--- src/rtl/inst_fetch.sv ---
// Byte-serial instruction fetch: IDLE->REQ/WAIT x4->DONE, 9 cycles with a 1-cycle memory.
// Holds PC_reg via stallreq_o while busy; DONE is held while IF/ID (stall_i[1]) is stalled.
module inst_fetch #(
    parameter logic [31:0] NOP_INST = 32'h0000_0013,
    parameter int unsigned MAX_WAIT = 255
) (
    input  logic        clk,
    input  logic        rst,
    input  logic [31:0] pc_i,
    input  logic [5:0]  stall_i,
    input  logic        flush_i,
    output logic        stallreq_o,
    output logic        mem_req_o,
    output logic [31:0] mem_addr_o,
    input  logic        mem_gnt_i,
    input  logic        mem_rvalid_i,
    input  logic [7:0]  mem_rdata_i,
    output logic [31:0] inst_o,
    output logic [31:0] inst_pc_o,
    output logic        inst_valid_o,
    output logic        err_o
);

    typedef enum logic [2:0] {
        S_IDLE,
        S_REQ,
        S_WAIT,
        S_DRAIN,
        S_DONE
    } state_t;

    localparam int WCW = (MAX_WAIT < 2) ? 1 : $clog2(MAX_WAIT);
    localparam logic [WCW-1:0] WAIT_LAST = WCW'(MAX_WAIT - 1);

    state_t         state_q, state_d;
    logic [31:0]    fetch_pc_q, fetch_pc_d;
    logic [1:0]     byte_cnt_q, byte_cnt_d;
    logic [31:0]    inst_buf_q, inst_buf_d;
    logic [WCW-1:0] wait_cnt_q, wait_cnt_d;
    logic           err_q, err_d;
    logic           timeout;
    logic           unused_stall;

    assign unused_stall = ^{stall_i[5:2], stall_i[0]};

    // The counter holds the number of cycles already spent waiting; MAX_WAIT=0 disables it.
    assign timeout = (MAX_WAIT != 0) && (wait_cnt_q == WAIT_LAST);

    always_ff @(posedge clk or negedge rst) begin
        if (!rst) begin
            state_q    <= S_IDLE;
            fetch_pc_q <= 32'd0;
            byte_cnt_q <= 2'd0;
            inst_buf_q <= 32'd0;
            wait_cnt_q <= '0;
            err_q      <= 1'b0;
        end else begin
            state_q    <= state_d;
            fetch_pc_q <= fetch_pc_d;
            byte_cnt_q <= byte_cnt_d;
            inst_buf_q <= inst_buf_d;
            wait_cnt_q <= wait_cnt_d;
            err_q      <= err_d;
        end
    end

    always_comb begin
        state_d    = state_q;
        fetch_pc_d = fetch_pc_q;
        byte_cnt_d = byte_cnt_q;
        inst_buf_d = inst_buf_q;
        wait_cnt_d = wait_cnt_q;
        err_d      = 1'b0;
        case (state_q)
            S_IDLE: begin
                if (!flush_i) begin
                    fetch_pc_d = pc_i;
                    byte_cnt_d = 2'd0;
                    state_d    = S_REQ;
                end
            end
            S_REQ: begin
                if (mem_gnt_i) begin
                    wait_cnt_d = '0;
                    state_d    = flush_i ? S_DRAIN : S_WAIT;
                end else if (flush_i) begin
                    state_d = S_IDLE;
                end
            end
            S_WAIT: begin
                wait_cnt_d = wait_cnt_q + 1'b1;
                if (mem_rvalid_i) begin
                    if (flush_i) begin
                        state_d = S_IDLE;
                    end else begin
                        inst_buf_d[8*byte_cnt_q +: 8] = mem_rdata_i;
                        if (byte_cnt_q == 2'd3) begin
                            state_d = S_DONE;
                        end else begin
                            byte_cnt_d = byte_cnt_q + 2'd1;
                            state_d    = S_REQ;
                        end
                    end
                end else if (timeout) begin
                    err_d   = 1'b1;
                    state_d = S_IDLE;
                end else if (flush_i) begin
                    state_d = S_DRAIN;
                end
            end
            S_DRAIN: begin
                // One granted byte is still owed by the controller; swallow it before refetching.
                wait_cnt_d = wait_cnt_q + 1'b1;
                if (mem_rvalid_i) begin
                    state_d = S_IDLE;
                end else if (timeout) begin
                    err_d   = 1'b1;
                    state_d = S_IDLE;
                end
            end
            S_DONE: begin
                if (flush_i || !stall_i[1]) begin
                    state_d = S_IDLE;
                end
            end
            default: state_d = S_IDLE;
        endcase
    end

    assign mem_req_o    = (state_q == S_REQ);
    assign mem_addr_o   = (state_q == S_REQ) ? (fetch_pc_q + {30'd0, byte_cnt_q}) : 32'd0;
    assign inst_valid_o = (state_q == S_DONE);
    assign inst_o       = (state_q == S_DONE) ? inst_buf_q : NOP_INST;
    assign inst_pc_o    = (state_q == S_DONE) ? fetch_pc_q : 32'd0;
    assign err_o        = err_q;
    assign stallreq_o   = (state_q == S_REQ) || (state_q == S_WAIT) || (state_q == S_DRAIN) ||
                          ((state_q == S_DONE) && stall_i[1]);

endmodule

--- config.mk ---
export PLATFORM = sky130hd
export DESIGN_NAME = inst_fetch
export DESIGN_NICKNAME = d
export VERILOG_FILES = /design/src/rtl/inst_fetch.sv
export SDC_FILE = /design/constraint.sdc
export NUM_CORES = 1
export LEC_CHECK = 0
export ABC_AREA = 1
export CAP_MARGIN = 25
export CORE_ASPECT_RATIO = 1.5
export CORE_MARGIN = 1
export CORE_UTILIZATION = 40
export CTS_CLUSTER_DIAMETER = 30
export DETAILED_ROUTE_END_ITERATION = 8
export PLACE_DENSITY = 0.7
export SLEW_MARGIN = 20
export SYNTH_ARGS = -nofsm -noshare
export SYNTH_HDL_FRONTEND = slang
export SYNTH_SLANG_ARGS = --single-unit
--- constraint.sdc ---
create_clock -name clk -period 2.2 [get_ports clk]
set_clock_uncertainty 0.2 [all_clocks]
set_input_delay 0.44 -clock clk [delete_from_list [all_inputs] [get_ports clk]]
set_output_delay 0.44 -clock clk [all_outputs]
set_load 0.02 [all_outputs]
# After elaboration in Yosys (flattened, before gate mapping)
# Cells that the tools add are included.
# totals
regBits	78
in_bits	51
out_inout_bits	100
# op_classes
addsub	4
eq_ne	15
shifts	2
muxes	27
bitwise	1
reduce_logical	15
# ops
operator	n
32-bit 2-to-1 mux	3
5-bit negation with 34-bit output	1
8-bit by 34-bit variable shift with 32-bit output, first input constant	1
8-bit by 34-bit variable part select with 32-bit output	1
3-bit 2-to-1 mux	11
32-bit by 2-bit adder with 32-bit output	1
32-bit bitwise mux	1
8-bit case mux with 2 select lines	1
3-bit case mux with 5 select lines	1
5-bit AND reduction	2
8-bit by 1-bit adder with 8-bit output, second input constant	1
8-bit equality test, second input constant	1
2-bit 2-to-1 mux	4
8-bit 2-to-1 mux	1
2-bit inequality test, second input constant	4
3-bit by 2-bit equality test with 1-bit output, second input constant	2
1-bit logical OR	4
1-bit 2-to-1 mux	4
2-bit by 1-bit inequality test with 1-bit output, second input constant	2
4-bit inequality test, second input constant	1
2-bit case mux with 2 select lines	1
2-bit AND reduction	2
2-bit nonzero test	2
3-bit by 1-bit equality test with 1-bit output, second input constant	1
other kinds (11)	11

# Logic depth before layout (Yosys ltp)
# depth
ltp_word	5
ltp_mapped	11
depth_no_buf	11

# Worst setup path after synthesis
# No wires, ideal clock.
# synth_timing
path_kind	reg2out
startpoint	register byte_cnt_q[0]
endpoint	output mem_addr_o[12]
t_arrival_ns	1.869
required_time_ns	1.560
path_slack_ns	-0.309
path_stages_with_launch	10
path_buffers	0
cell_sequence	dfrtp_1 > ha_1 > fa_1 > nand2_1 > nor2_1 > nand2_1 > inv_1 > nand2_1 > o21ai_1 > a21oi_1
# synth_via
elab_chain_cells	2
# synth_rtl
element	line_no	text
from (decl)	37	logic [1:0] byte_cnt_q, byte_cnt_d;
from (signal assigned)	60	byte_cnt_q <= byte_cnt_d;
32-bit by 2-bit adder with 32-bit output	131	assign mem_addr_o = (state_q == S_REQ) ? (fetch_pc_q + {30'd0, byte_cnt_q}) : 32'd0;
32-bit 2-to-1 mux	131	
to (decl)	14	output logic [31:0] mem_addr_o,
# No other way between the ends.

# Worst setup path in the final report
# layout_timing
startpoint	register fetch_pc_q[1]
endpoint	output mem_addr_o[17]
# layout_via
elab_chain_cells	2
# layout_rtl
element	line_no	text
from (decl)	36	logic [31:0] fetch_pc_q, fetch_pc_d;
from (signal assigned)	59	fetch_pc_q <= fetch_pc_d;
32-bit by 2-bit adder with 32-bit output	131	
32-bit 2-to-1 mux	131	
# No other way between the ends.

==> metrics.md <==
| Metric | Value |
|---|---|
| GR Layer Usage met3 | `just over 5%` |
| DRT Wirelength | `roughly 19 mm` |
| Setup crit end kind | `output port` |
| Final cell count without fillers | `between 1,000 and 1,500` |
| Inst Count DP | `~1,100` |
| Root Driver | `clkbuf_16` |
| Crit path required time | `about 1.6 ns` |
| Global route hottest layer | `met2` |
| Antenna-violating nets left | `0` |
| Syn Nets | `slightly below 800` |
| RSZ-0062 raised after global routing | `true` |
| CTS H-tree depth | `3` |
| Die Height | `137 microns` |
| Synth top area cells | `dfrtp_1 40%, nor2_1 14%, nand2_1 10%` |
| Synth warnings | `0` |
| CTS Buffer Depth | `2` |
| Die X | `roughly 90 microns` |
| Final period utilization | `127%` |
| Synth top area share | `about two fifths` |
| Clock latency on the worst-skew pair | `about 0.34 ns` |
| Fin nets | `slightly above 1,000` |
| Worst path slowest cell | `dfrtp_1` |
| Initial antenna violation count | `0` |
| Sequential fraction of the synthesis area | `between 40 and 50%` |
| Met2 Use GR | `between 50% and 60%` |
| Setup WS pre-CTS | `-0.692 ns` |
| Routed WL per cell | `about 17 microns` |
| Layout cells sized above 1 | `40.5%` |
| Port Buffers | `145` |
| Violated checks | `negative setup slack` |
| CORE AREA | `~12,000 sq um` |
| Worst slew pin tran | `~0.61 ns` |
| PD cells | `roughly 1100 nW/um^2` |
| DPL Wire Length | `12.1 mm` |
| Synthesized cell area | `4830 sq um` |
| Clock Sinks | `78` |
| Leak | `about 4.2 nW` |
| Yosys reg bits | `78` |
| Total Power | `roughly 9.7 mW` |
| Tot GR Track Use | `between 20% and 30%` |
| Io pins | `151` |
| Crit Path Max Fanout | `5` |
| Drt via density | `about 5.3` |
| Vias in the first global route | `5,764` |
| Inserted Clock Buffers | `9` |
| Final Cell Area | `around 8800 sq um` |
| Worst vdd ir | `~0.61 mV` |
| Critical-path cell list | `ha_1 -> nand2_2 -> nand2_2 -> nand4_1 -> nor2_1 -> buf_4 -> nand2_2 -> nand2_1 -> nand2_1 -> nor2_2 -> buf_6` |
| CTS clk-pin slew, worst paths | `0.06 ns` |
| Min Tclk post-route | `2.80 ns` |
| DRT Pass-1 Iters | `7` |
| Vias post-DR | `a little under 6,000` |
| Die footprint | `~13,000 sq um` |
| Gr ovfl total | `0` |
| Most frequent cells in the layout | `112 x nand2_1, 99 x inv_1, 99 x buf_6` |
| Rel. slew slack | `approximately three fifths` |
| Status | `complete, but fails checks` |
| Worst min path class | `flip-flop to flip-flop` |
| Nature of the critical path startpoint | `flip-flop` |
| Synthesized instance count | `713` |
| Endpoints failing setup | `94` |
| Max cap viols | `0` |
| Final Hold Viols | `0` |
| Critical Path Max Stage Delay | `0.39 ns` |
| Max Clk Rate | `roughly 0.36 GHz` |
| Netlist cell types | `28` |
| Path type of the worst setup path | `flip-flop to output port` |
| Gpl congestion | `about 0.91` |
| Post-placement cell area | `between 7000 and 8000 sq um` |
| Synth area leader | `dfrtp_1` |
| Setup TNS Final | `-27.63 ns` |
| M1 GR Usage | `~28%` |
| Antenna cells | `0` |
| Max Slew Vio Count | `0` |
| Final core occ | `approximately three quarters` |
| Post-route DRC | `0` |
| TritonCTS clock tree | `built` |
| DRT iter0 DRCs | `between 300 and 400` |
| Commonest non-fill, non-tap cell in the layout | `nand2_1` |
| Largest net degree at the start of global routing | `45` |
| Starting Density | `between 40% and 50%` |
| First-pass GRT wire length | `between 20 and 30 mm` |
| Most common cell on crit path | `nand2_2` |
| Final setup margin | `-0.603 ns` |
| Rows | `48` |
| Avg Cell Area, Syn | `about 6.8 sq um` |
| Area Overhead vs Synth | `82.5%` |
| Hold WS | `0.333 ns` |
| Crit path DAT | `2.16 ns` |
layout make-up:
cell class | count | area [sq um]
Fill cell | 819 | 2830
Inverter | 108 | 423
Clock buffer | 9 | 225
Clock inverter | 7 | 105
Multi-Input combinational cell | 507 | 3170
Sequential cell | 78 | 1950
Tap cell | 150 | 188
Timing Repair Buffer | 263 | 2750
critical path: cells and delay by family, from the launching register on:
family,cells,cell delay (ns)
simple gates,8,0.81
buf+inv,2,0.30
fa+ha+maj,1,0.30
flops,1,0.39
cells by family after synthesis:
| group | after synthesis | share of synthesized area (%) |
|---|---|---|
| fa+ha+maj | 11 | 3.00 |
| buf+inv | 128 | 11.0 |
| xor+xnor | 7 | 1.27 |
| compound gates | 98 | 10.3 |
| flops | 78 | 40.4 |
| simple gates | 391 | 34.1 |
timing repair:
| item | 4_1_cts | 5_1_grt |
|---|---|---|
| cloned | 1 | 7 |
| hold buffers | 1 | 0 |
| hold endpoints to repair | 41 | 0 |
| pin swaps | 18 | 27 |
| buffers inserted | 17 | 26 |
| resized for setup | 572 | 242 |
| endpoints found under the setup margin | 106 | 99 |
registers in the layout, summed over array words and instances (netlist names):
name / flops
byte_cnt_q: 2
err_o: 1
fetch_pc_q: 32
inst_buf_q: 32
state_q: 3
wait_cnt_q: 8
Yosys cell counts:
cell      instances
nor3_1           11
ha_1             10
dfrtp_1          78
nand3b_1          3
nand3_1          52
o22ai_1           1
buf_6             5
buf_4             1
nand2_2           1
a21oi_1          43
inv_1           105
o21ai_0          48
nand4_1           7
fa_1              1
nor2_2            2
inv_2             3
a31o_2            1
xnor2_1           1
buf_2             6
nand2_1         132
clkbuf_1          8
nand3_4           1
a31oi_1           1
xor2_1            6
nor2_1          176
nor3_4            1
o21ai_1           4
nor2_4            5
final timing paths:
path	slack, ns	startpoint	cells after the start	to
max	-0.60	fetch_pc_q[1]$_DFFE_PN0P_	11	mem_addr_o[17]
min	0.33	wait_cnt_q[0]$_DFFE_PN0P_	1	wait_cnt_q[0]$_DFFE_PN0P_
max reg2reg	0.13	state_q[2]$_DFFE_PN0P_	7	inst_buf_q[25]$_DFFE_PN0P_
min reg2reg	0.33	wait_cnt_q[0]$_DFFE_PN0P_	1	wait_cnt_q[0]$_DFFE_PN0P_
max in group asynchronous	0.70	rst	3	fetch_pc_q[15]$_DFFE_PN0P_
min in group asynchronous	0.46	rst	2	inst_buf_q[24]$_DFFE_PN0P_
metal layers:
metal / up-vias / wire length (microns)
li1: 2738 / -
met1: 2851 / 6480
met2: 233 / 10600
met3: 77 / 1010
met4: 0 / 998
met5: - / 0
report_power, final:
group          internal, mW  total, mW  switching [mW]
Clock                  1.01       1.67           0.662
Sequential             1.93       2.28           0.357
Combinational          2.32       5.70            3.38
Total                  5.26       9.66            4.40
Note: power is estimated with default switching activity, not from simulation.
